==> src/rtl/regfile_write_arbiter_pkg.sv <==
// Shared constants, the buffered write-request type and a register decode helper
// for the register-file write arbiter.
package regfile_write_arbiter_pkg;

  localparam int DATA_W = 64;
  localparam int ADDR_W = 5;
  localparam logic [ADDR_W-1:0] ZERO_REG = 5'd31;

  typedef struct packed {
    logic [ADDR_W-1:0] rw;
    logic [DATA_W-1:0] data;
  } wb_req_t;

  // One-hot mask of a register index, used to build the Pending vector.
  function automatic logic [31:0] regMask(input logic [ADDR_W-1:0] r);
    return 32'd1 << r;
  endfunction

endpackage

==> src/rtl/regfile_write_arbiter_if.sv <==
// Writeback request channel from one source (ALU or memory) into the arbiter.
interface regfile_write_arbiter_if;
  import regfile_write_arbiter_pkg::*;

  logic              Valid;
  logic              Ready;
  logic [ADDR_W-1:0] RW;
  logic [DATA_W-1:0] BusW;

  modport master (output Valid, output RW, output BusW, input Ready);
  modport slave  (input Valid, input RW, input BusW, output Ready);

endinterface

==> src/rtl/regfile_write_arbiter_rr_arb2.sv <==
// Two-way round-robin arbiter. When both requests target the same register the
// override hands the grant to requester 1 (the older instruction) regardless of
// the pointer, so the younger write lands last.
module rr_arb2 (
  input  logic       Clk,
  input  logic       Reset,
  input  logic [1:0] req,
  input  logic       sameAddr,
  output logic [1:0] grant
);

  // High when requester 1 won most recently; resets high so requester 0 wins the first tie.
  logic lastWinner;

  // Pick a winner among the active requests.
  always_comb begin
    grant = 2'b00;
    case (req)
      2'b01:   grant = 2'b01;
      2'b10:   grant = 2'b10;
      2'b11:   grant = (sameAddr || !lastWinner) ? 2'b10 : 2'b01;
      default: grant = 2'b00;
    endcase
  end

  // Every grant, including an override, moves the pointer to the winner.
  always_ff @(posedge Clk) begin
    if (Reset) begin
      lastWinner <= 1'b1;
    end else if (|grant) begin
      lastWinner <= grant[1];
    end
  end

endmodule

==> src/rtl/regfile_write_arbiter.sv <==
// Shares the register-file write port between the ALU writeback (src0) and the
// load writeback (src1). Each source owns a one-entry buffer; buffered entries are
// arbitrated and the winner is registered onto RegWr/RW/BusW. Pending flags every
// register with a buffered or issuing write so decode can stall on it.
module regfile_write_arbiter
  import regfile_write_arbiter_pkg::*;
(
  input  logic                     Clk,
  input  logic                     Reset,
  regfile_write_arbiter_if.slave   src0,
  regfile_write_arbiter_if.slave   src1,
  output logic                     RegWr,
  output logic [ADDR_W-1:0]        RW,
  output logic [DATA_W-1:0]        BusW,
  output logic [31:0]              Pending
);

  wb_req_t           buf0, buf1, buf0Nxt, buf1Nxt, winner;
  logic              full0, full1, full0Nxt, full1Nxt;
  logic              accept0, accept1, sameAddr;
  logic [1:0]        grant;
  logic              regWrNxt;
  logic [ADDR_W-1:0] rwNxt;
  logic [DATA_W-1:0] busWNxt;
  logic [31:0]       pendingNxt;

  assign sameAddr = (buf0.rw == buf1.rw);

  rr_arb2 u_arb (
    .Clk      (Clk),
    .Reset    (Reset),
    .req      ({full1, full0}),
    .sameAddr (sameAddr),
    .grant    (grant)
  );

  // A buffer that drains this cycle can refill on the same edge.
  assign src0.Ready = !full0 || grant[0];
  assign src1.Ready = !full1 || grant[1];

  // Next-state of buffers, output stage and pending mask.
  always_comb begin
    accept0 = src0.Valid && src0.Ready;
    accept1 = src1.Valid && src1.Ready;

    full0Nxt = full0;
    buf0Nxt  = buf0;
    if (grant[0]) full0Nxt = 1'b0;
    if (accept0) begin
      full0Nxt = 1'b1;
      buf0Nxt  = '{rw: src0.RW, data: src0.BusW};
    end

    full1Nxt = full1;
    buf1Nxt  = buf1;
    if (grant[1]) full1Nxt = 1'b0;
    if (accept1) begin
      full1Nxt = 1'b1;
      buf1Nxt  = '{rw: src1.RW, data: src1.BusW};
    end

    // Writes to the zero register are consumed here: index/data still move, enable stays low.
    winner   = grant[1] ? buf1 : buf0;
    regWrNxt = (|grant) && (winner.rw != ZERO_REG);
    rwNxt    = (|grant) ? winner.rw : RW;
    busWNxt  = (|grant) ? winner.data : BusW;

    // Computed from next state so the registered mask lines up with the buffers it describes.
    pendingNxt = 32'd0;
    if (full0Nxt) pendingNxt = pendingNxt | regMask(buf0Nxt.rw);
    if (full1Nxt) pendingNxt = pendingNxt | regMask(buf1Nxt.rw);
    if (regWrNxt) pendingNxt = pendingNxt | regMask(rwNxt);
    pendingNxt[ZERO_REG] = 1'b0;
  end

  // State update; reset drops any buffered or in-flight write.
  always_ff @(posedge Clk) begin
    if (Reset) begin
      full0   <= 1'b0;
      full1   <= 1'b0;
      buf0    <= '0;
      buf1    <= '0;
      RegWr   <= 1'b0;
      RW      <= '0;
      BusW    <= '0;
      Pending <= '0;
    end else begin
      full0   <= full0Nxt;
      full1   <= full1Nxt;
      buf0    <= buf0Nxt;
      buf1    <= buf1Nxt;
      RegWr   <= regWrNxt;
      RW      <= rwNxt;
      BusW    <= busWNxt;
      Pending <= pendingNxt;
    end
  end

endmodule
==> src/flat_wrapper.sv <==
// flat-port wrapper written by rule: the top's interface ports become plain ports
module regfile_write_arbiter_flat import regfile_write_arbiter_pkg::*;
  (Clk, Reset, RegWr, RW, BusW, Pending, src0_Valid, src0_RW, src0_BusW, src0_Ready, src1_Valid, src1_RW, src1_BusW, src1_Ready);
  regfile_write_arbiter_if src0_i ();
  regfile_write_arbiter_if src1_i ();
  input  logic Clk;
  input  logic Reset;
  output logic RegWr;
  output logic [ADDR_W-1:0] RW;
  output logic [DATA_W-1:0] BusW;
  output logic [31:0] Pending;
  input wire logic [$bits(src0_i.Valid)-1:0] src0_Valid;
  input wire logic [$bits(src0_i.RW)-1:0] src0_RW;
  input wire logic [$bits(src0_i.BusW)-1:0] src0_BusW;
  output wire logic [$bits(src0_i.Ready)-1:0] src0_Ready;
  input wire logic [$bits(src1_i.Valid)-1:0] src1_Valid;
  input wire logic [$bits(src1_i.RW)-1:0] src1_RW;
  input wire logic [$bits(src1_i.BusW)-1:0] src1_BusW;
  output wire logic [$bits(src1_i.Ready)-1:0] src1_Ready;
  assign src0_i.Valid = src0_Valid;
  assign src0_i.RW = src0_RW;
  assign src0_i.BusW = src0_BusW;
  assign src0_Ready = src0_i.Ready;
  assign src1_i.Valid = src1_Valid;
  assign src1_i.RW = src1_RW;
  assign src1_i.BusW = src1_BusW;
  assign src1_Ready = src1_i.Ready;
  regfile_write_arbiter u_core (.Clk(Clk), .Reset(Reset), .src0(src0_i), .src1(src1_i), .RegWr(RegWr), .RW(RW), .BusW(BusW), .Pending(Pending));
endmodule
==> config.mk <==
export PLATFORM = sky130hd
export DESIGN_NAME = regfile_write_arbiter_flat
export DESIGN_NICKNAME = d
export VERILOG_FILES = /design/src/rtl/regfile_write_arbiter_pkg.sv /design/src/rtl/regfile_write_arbiter_if.sv /design/src/rtl/regfile_write_arbiter_rr_arb2.sv /design/src/rtl/regfile_write_arbiter.sv /design/src/flat_wrapper.sv
export SDC_FILE = /design/constraint.sdc
export NUM_CORES = 1
export LEC_CHECK = 0
export CORE_ASPECT_RATIO = 0.9
export CORE_MARGIN = 2
export CORE_UTILIZATION = 45
export CTS_BUF_LIST = sky130_fd_sc_hd__clkbuf_16
export CTS_CLUSTER_SIZE = 10
export DETAILED_ROUTE_END_ITERATION = 8
export PLACE_DENSITY = 0.74
export SYNTH_ARGS = -nofsm -noshare
export SYNTH_HDL_FRONTEND = slang
export SYNTH_HIERARCHICAL = 1
export SYNTH_SLANG_ARGS = --single-unit
==> constraint.sdc <==
create_clock -name Clk -period 5.25 [get_ports Clk]
set_clock_uncertainty 0.2 [all_clocks]
set_input_delay 1.3125 -clock Clk [delete_from_list [all_inputs] [get_ports Clk]]
set_output_delay 1.3125 -clock Clk [all_outputs]
set_load 0.01 [all_outputs]
==> summary.md <==
| Metric | Value |
|---|---|
| Final Cycle Share | 0.8728 |
| NetSw | 1150 uW |
| Hold Vio Cnt, Final | 0 |
| CP top delay family | compound AO/OA/AOI/OAI gates |
| WP data arrival | ~4.8 ns |
| Core area | 21820 um^2 |
| Commonest non-fill, non-tap cell in the layout | nand2_1 |
| Non-Filler Instances | 1751 |
| Gate power share | 0.155 |
| Status | finished clean |
| RSZ-0062 raised after global routing | no |
| Pre-CTS WS | just under 0.8 ns |
| Yosys warns | 6 |
| Layout cell share with drive strength beyond 1 | 0.04726 |
| Maximum root-to-sink buffer count | 3 |
| Primary FF master, synth | dfxtp_1 |
| Slew @ Worst Pin | 1.095 ns |
| Final Max Slew Viols | 0 |
| Part of the power in registers | 0.463 |
| Crit-path slowest cell | a2111oi_1 |
| CTS root buf | clkbuf_16 |
| Routed WL per cell | around 17 um |
| Routing usage on met3 | 0.07074 |
| Die H | 146.1 um |
| DRT Pass-1 Iters | 5 |
| Clock slew at reported path FFs | about 0.050 ns |
| Final WL | 30360 um |
| Slowest Stage Delay on Critical Path | 0.93 ns |
| IO buf count | 244 |
| Vias in the first global route | 8702 |
| Initial antenna violation count | 0 |
| Via count | 9323 |
| Sw Ratio | 0.2660 |
| Hold_buf cts | 0 |
| Buf/Inv on CP | 2 |
| Clock latency at the later pin of the worst-skew pair | 0.54 ns |
| Most frequent cells in the layout | 295 x nand2_1, 243 x clkdlybuf4s50_1, 242 x dfxtp_1 |
| Crit path max fanout | 41 |
| Gr usage total | 0.2473 |
| CTS HTree Levels | 1 |
| Post-detail-place hpwl | 20080 um |
| Static Leakage | 0.004901 uW |
| Crit path from | u_core/buf0[68] |
| Placed Area | 12600 um^2 |
| ANT nets after route | 0 |
| Syn Std Cell Area | 10090 um^2 |
| Clock buffer count from CTS | 28 |
| IO Pins | around 250 |
| Slew headroom | 0.2624 |
| Layout area overhead | 32.30% |
| Die width | 161.8 um |
| Remaining Overflow, GRT | 0 |
| Yosys cell types | 62 |
| HP Start | u_core/buf1[27] |
| Clock Power Share | 0.382 |
| Met1 Use GR | 0.3475 |
| Clock sinks | around 240 |
| EDFF count, synth | 0 |
| Cells after DPL | 1716 |
| PwrDens | 323.8 nW/um^2 |
| Met2 GRT Util | 0.3747 |
| DRC Markers | 0 |
| 1st-iter DRT viols | between 700 and 800 |
| Routability cong. | 0.9147 |
| Most common cell on crit path | buf_4 |
| Crit end category | flip-flop |
| Fmax | 218.2 MHz |
| Setup violators final | 0 |
| Setup tns final | 0 ns |
| Worst-path cell chain | xnor2_1 > nand3_1 > nor3_1 > nand2b_4 > a21oi_4 > buf_4 > buf_4 > mux2i_1 > o21ai_2 > a2111oi_1 > nand2_1 > a21oi_1 |
| Ant diodes | 0 |
| CTS tree | done |
| Final #Nets | 1597 |
| Worst VDD drop | roughly 220 uV |
| Seq/Total Area, Yosys | 0.4801 |
| Critical Path RT | 5.51 ns |
| Asr flop ratio synth | 0 |
| # Post-CTS Setup Buffers | 0 |
| Max-capacitance violation count | 0 |
| Post-route setup slack | around 0.67 ns |
| Startpoint types | flip-flop |
| Syn_nets | 1407 |
| First-pass GRT wire length | roughly 47000 um |
| Internal | ~3200 uW |
| Cts repair resizes | 0 |
| Initial core utilization | 0.4624 |
| Reg2reg start | u_core/buf0[68] |
| Average via count per standard cell | about 5.3 |
| Grt peak-use layer | met2 |
| Largest net degree at the start of global routing | 156 |
| Fin crit period | 4.582 ns |
| Min-delay worst type | reg -> reg |
| Setup Crit Path Kind | reg -> reg |
| Die area | 23640 um^2 |
| Design Area, Final | roughly 13000 um^2 |
| Synth Instances | between 1000 and 1500 |
| Syn avg cell area | 7.977 um^2 |
| Row cnt | 51 |
| Yosys reg bits | 242 |
logic make-up (layout without fill, tap and decap cells):
group,count (synthesis),in the layout,synth area share
multiplexers,72,72,0.07291
AO/OA/AOI/OAI,297,297,0.1694
AND/OR/NAND/NOR,543,543,0.2259
other,1,1,0.0003716
buffers and inverters,105,300,0.04699
XOR/XNOR,5,5,0.004341
flip-flops,242,242,0.4801
through the flow:
stage | hold slack [ns] | utilization | power [uW]
3_5_place_dp | 0.2469 | 0.5772 | 2704
3_3_place_gp | 0.2429 | 0.5772 | 2696
6_report | 0.2528 | 0.6117 | 4323
4_1_cts | 0.2539 | 0.6117 | 4353
2_1_floorplan | 0.2360 | - | 2413
5_1_grt | 0.2684 | 0.6117 | 4505
power by group through the flow:
| stage | Sequential, uW | Combinational [uW] | Clock (uW) |
|---|---|---|---|
| after floorplan | 2030 | 382 | 0 |
| after global placement | 2040 | 659 | 0 |
| after detailed placement | 2040 | 664 | 0 |
| after CTS | 2000 | 667 | 1680 |
| after global routing | 2010 | 727 | 1760 |
| final | 2000 | 669 | 1650 |
final cells by class:
type	count	area [um^2]
Multi-Input combinational cell	918	4808
Sequential cell	242	4845
Clock inverter	7	52.55
Tap cell	291	364.1
Inverter	9	33.78
Clock buffer	28	700.7
Timing Repair Buffer	256	2546
Fill cell	1988	8473
registers in the layout (all words and copies together) (netlist names):
register / cells
u_core/buf0: 69
u_core/Pending: 31
u_core/u_arb/lastWinner: 1
u_core/RW: 5
u_core/full0: 1
u_core/full1: 1
u_core/buf1: 69
u_core/BusW: 64
u_core/RegWr: 1
per-layer routing:
layer	wire length, um	vias up
met1	13790	4294
li1	-	4642
met2	13340	340
met5	0	-
met3	2544	47
met4	681	0
path summary, 6_finish.rpt:
check	endpoint	slack (ns)	depth (start not counted)
max	u_core/Pending[25]	0.67	12
max reg2reg	u_core/Pending[25]	0.67	12
min reg2reg	u_core/buf1[27]	0.25	2
min	u_core/buf1[27]	0.25	2
worst register-to-register path: cells and delay by family, from the launching register on:
kind	cells	cell delay, ns
AO/OA/AOI/OAI	4	1.47
buffers and inverters	2	1.22
flip-flops	1	0.58
AND/OR/NAND/NOR	4	0.46
multiplexers	1	0.43
XOR/XNOR	1	0.16
Yosys cell counts (all sizes together) (3+ instances only):
cell	number	share of area
nand2b	9	0.0063
and2	4	0.0025
mux2i	70	0.071
nor3b	3	0.0027
nand4b	6	0.0052
a32oi	10	0.0087
a31oi	9	0.0056
a211oi	7	0.0069
inv	9	0.0033
a21oi	219	0.11
nand2	297	0.11
nor2	154	0.058
a22oi	4	0.0035
o21a	5	0.0037
buf	47	0.025
a21boi	4	0.0033
o21ai	20	0.011
clkbuf	49	0.018
nor3	6	0.0030
nor2b	7	0.0051
xnor2	3	0.0026
o211ai	4	0.0030
nand3b	3	0.0022
nand3	39	0.020
nand4	9	0.0056
dfxtp	242	0.48
Note: power is estimated with default switching activity, not from simulation.
==> variant 1 (same settings) <==
`DATA_W`: 64 -> 96.
--- a/src/rtl/regfile_write_arbiter_pkg.sv
+++ b/src/rtl/regfile_write_arbiter_pkg.sv
@@ -2,7 +2,7 @@
 // for the register-file write arbiter.
 package regfile_write_arbiter_pkg;
 
-  localparam int DATA_W = 64;
+  localparam int DATA_W = 96;
   localparam int ADDR_W = 5;
   localparam logic [ADDR_W-1:0] ZERO_REG = 5'd31;
 
Interface: changed (resized BusW, src0_BusW and src1_BusW); port bits go from 246 to 342. The function was not compared with the original's and may differ.
==> variant 1 against the unedited design <==
Wire length grew 40%; total power grew 41%; largest cell class unchanged; area after synthesis grew 36%; sequential cell count grew 96; worst setup slack lost 0.016 ns; design area grew 37%; sequential share of layout area grew 0.68 points.
==> variant 1: results (changes against the unedited design) <==
Least-Margin Pin Slew 1.13 ns (+0.0348 ns); largest net degree at the start of global routing 134 (-14%); # fillers 2,626 (+32%); CTS H-tree depth 2 (+1); total track usage 25.4% (+0.65 points); Synth cell types 71 (+15%); most instantiated cells after synthesis nand2_1 (424), dfxtp_1 (338), a21oi_1 (314), nor2_1 (213), mux2i_1 (99); CP peak stage delay 0.60 ns (-0.33 ns); initial antenna violation count 4 (+4); Max IR drop VDD 0.244 mV (+14%); status completed; first-pass GRT wire length 65,100 µm (+37%); family with the most delay on the worst path buffers and inverters; Via Count 12.8k (+38%); largest registers u_core/buf0 x101, u_core/buf1 x101, u_core/BusW x96; Area contributors post-synth dfxtp_1 (49%), nand2_1 (12%), a21oi_1 (11%); Nets 2,179 (+36%); sequential area share after synthesis 49.3% (+1.3 points); layout cells sized above 1 4.65% (-0.080 points); Iteration-0 DRC Markers 926 (+23%); post-detail-place hpwl 28,000 µm (+39%); Worst Path Arrival 3.09 ns (-1.75 ns); leak pwr 6.89 nW (+41%); Routed WL per cell 17.9 µm (+3.0%); CTS Buf Count 40 (+43%)
variant 1: cell count changes in the layout (fill, tap and decap cells not counted), sizes merged, moves of 12 or more:
cell           delta
clkdlybuf4s50    +96
mux2i            +29
nand2           +129
a21oi            +96
dfxtp            +96
clkbuf           +12
nor2             +62
nand3            -33
variant 1: power by group:
part	switching, mW	internal (mW)	leakage, nW	total [mW]
Sequential	0.0906	2.71	2.76	2.80
Clock	1.01	1.36	0.545	2.37
Combinational	0.501	0.404	3.58	0.905
Total	1.61	4.47	6.89	6.08
variant 1: through the flow:
stage               power (mW)  setup WS, ns  instance area [µm²]  instances
floorplan                 3.34          1.91                13700       1715
global placement          3.74          1.11                17200       2334
detailed placement        3.75          1.11                17200       2334
CTS                       6.12         0.648                18300       2383
global route              6.33         0.464                18300       2384
finish                    6.08         0.652                18300       2386
variant 1: per-layer routing:
| layer | up-vias | wire length [µm] | GRT usage, % |
|---|---|---|---|
| li1 | 6240 | - | - |
| met1 | 6004 | 18700 | 33.9 |
| met2 | 511 | 19600 | 41.3 |
| met3 | 77 | 3150 | 5.05 |
| met4 | 2 | 1120 | 8.28 |
| met5 | - | 13 | 0 |
variant 1: layout make-up:
class	instances	area, µm²	share of cell area (%)
Antenna cell	3	7.51	0.0410
Multi-Input combinational cell	1224	6350	34.7
Clock buffer	40	1000	5.47
Sequential cell	338	6770	37.0
Tap cell	403	504	2.75
Inverter	16	60.1	0.328
Clock inverter	9	75.1	0.410
Timing Repair Buffer	353	3540	19.4
variant 1: tightest hold or removal path, cell delays in order, from the launching register on:
cell and delay [ns]:
dfxtp_1 0.30, nand2_1 0.05, a21oi_1 0.05
variant 1: logic make-up (layout without fill, tap and decap cells):
| family | count (synthesis) | count (layout) | share of synthesized area [%] |
|---|---|---|---|
| simple gates | 715 | 715 | 21.4 |
| mux | 104 | 104 | 7.66 |
| other cells | 1 | 4 | 0.0273 |
| buf+inv | 153 | 418 | 4.85 |
| flops | 338 | 338 | 49.3 |
| compound gates | 399 | 399 | 16.4 |
| xor+xnor | 5 | 5 | 0.319 |
variant 1: final timing paths:
path,start,endpoint,slack (ns),cells past startpoint
worst min-delay path,u_core/buf0[59]$_SDFFE_PP0N_,u_core/buf0[59]$_SDFFE_PP0N_,0.25,2
worst max register to register,u_core/buf1[98]$_SDFF_PP0_,u_core/Pending[0]$_SDFF_PP0_,1.06,11
worst min register to register,u_core/buf0[59]$_SDFFE_PP0N_,u_core/buf0[59]$_SDFFE_PP0N_,0.25,2
worst max-delay path,u_core/buf1[98]$_SDFF_PP0_,src1_Ready,0.65,9
==> variant 2 (config.mk and constraints unchanged) <==
Made on the original files. `Pending` no longer has a reset.
--- a/src/rtl/regfile_write_arbiter.sv
+++ b/src/rtl/regfile_write_arbiter.sv
@@ -83,7 +83,6 @@
       RegWr   <= 1'b0;
       RW      <= '0;
       BusW    <= '0;
-      Pending <= '0;
     end else begin
       full0   <= full0Nxt;
       full1   <= full1Nxt;
@@ -92,8 +91,11 @@
       RegWr   <= regWrNxt;
       RW      <= rwNxt;
       BusW    <= busWNxt;
-      Pending <= pendingNxt;
     end
   end
 
+  always_ff @(posedge Clk) begin
+    Pending <= pendingNxt;
+  end
+
 endmodule
Behaviour: not the same (Yosys sat finds a counterexample within 4 cycles, from zero or initial values and one cycle with Reset high).
==> variant 2 against the unedited design <==
Wire length decreased by 5.4%; highest routed layer unchanged; global-route usage decreased by 1.1 points; first-iteration DRC count down 18%; critical path type is now flop to primary output; count of clock-buffer cells in the layout increased by 1; sequential share of layout area grew 0.17 points; critical path depth shrank 4; area after synthesis is 0.74% lower; cell count shrank 3.1%; worst setup slack got worse by 0.25 ns; design area fell by 0.47%; total power increased by 0.57%; sequential cell count stayed put.
==> variant 2: results (changes against the unedited design) <==
Iteration-0 DRC Markers 618 (-18%); Synth Area in XOR/XNOR 0.437% (+0.0033 points); met1 Use GR 31.1% (-3.7 points); predominant post-synthesis flop cell dfxtp_1; relative slew slack 25.6% (-0.68 points); clock latency at the later pin of the worst-skew pair 0.53 ns; WL met1 12,500 µm (-9.3%); Placed Area 12,500 µm² (-0.44%); largest registers u_core/buf0 x69, u_core/buf1 x69, u_core/BusW x64; fin cells 1,696 (-3.1%); Adder-Cell Fraction of Synth Area 0% (unchanged); CP peak stage delay 0.86 ns (-0.07 ns); vias in the first global route 8,824 (+1.4%); post-synth net total 1,349 (-4.1%); clock network power share 38.1% (about the same); sequential area share after synthesis 48.4% (+0.36 points); Synth cell types 61 (-1.6%); status completed; Max IR drop VDD 0.183 mV (-15%); Final GP Congestion 0.852 (-6.8%); Worst Path Arrival 3.32 ns (-1.52 ns); total track usage 23.6% (-1.1 points); DR vias/cell 5.47 (+2.8%); Crit-path slowest cell nor2b_1; sequential power share 46.1% (-0.2 points); most instantiated cells after synthesis nand2_1 (279), dfxtp_1 (242), a21oi_1 (208), nor2_1 (138), mux2i_1 (69); port bufs 244 (unchanged); post-synthesis mux area share 7.01% (-0.28 points); crit-path max FO 45 (+9.8%); global-route track usage on met2 37.7% (+0.28 points); first-pass GRT wire length 45,500 µm (-4.1%); post-CTS setup buffers 0 (unchanged); largest net degree at the start of global routing 109 (-30%); leak pwr 4.89 nW (-0.32%); post-detail-place hpwl 18,800 µm (-6.2%); drt pass-1 iters 5 (unchanged); Compound-Gate Fraction of Synth Area 19.5% (+2.6 points); Nets 1,543 (-3.4%); met3 routed WL 2340 µm (-8.1%); Sw Share 26.1% (-0.50 points); Yosys warnings 6 (unchanged); met3 Track Usage GR 6.41% (-0.66 points); Area contributors post-synth dfxtp_1 (48%), nand2_1 (10%), a21oi_1 (10%); layout cells sized above 1 5.48% (+0.75 points); CTS Buf Count 28 (unchanged); met2 wire len 13,100 µm (-1.8%); worst slack, placed 0.982 ns (+0.193 ns); top power group sequential cells; Hold Startpoint u_core/buf1[9]$_SDFFE_PP0N_; Mapped Cells 1,207 (-4.6%); Post-Place Cells 1,662 (-3.1%); Routed WL per cell 16.9 µm (-2.3%); family with the most delay on the worst path simple AND/OR/NAND/NOR gates; Power Density 327 nW/µm² (+1.0%)
-- variant 2: cell types whose count changed in the layout (fill, tap and decap cells not counted), moves of 8 or more --
cell / delta
o21ai_0: -14
nand3_1: -23
nand2_1: -17
a32oi_1: -9
a31oi_1: -8
a21oi_1: -11
o221ai_1: +40
nor2_1: -15
o2111ai_1: +12
-- variant 2: layout make-up --
type                       count  area [µm²]
timing repair buffer         257        2570
clock buffer                  29         726
clock inverter                 5        20.0
inverter                      10        37.5
multi-input combinational    862        4730
fill                        1956        8470
tap                          291         364
sequential                   242        4840
-- variant 2: worst paths after layout --
kind                                                endpoint  slack [ns]  cells past startpoint
worst max-delay path                              src1_Ready        0.42                      8
worst min-delay path             u_core/buf1[9]$_SDFFE_PP0N_        0.25                      2
worst max register to register  u_core/buf1[37]$_SDFFE_PP0N_        1.37                     12
worst min register to register   u_core/buf1[9]$_SDFFE_PP0N_        0.25                      2
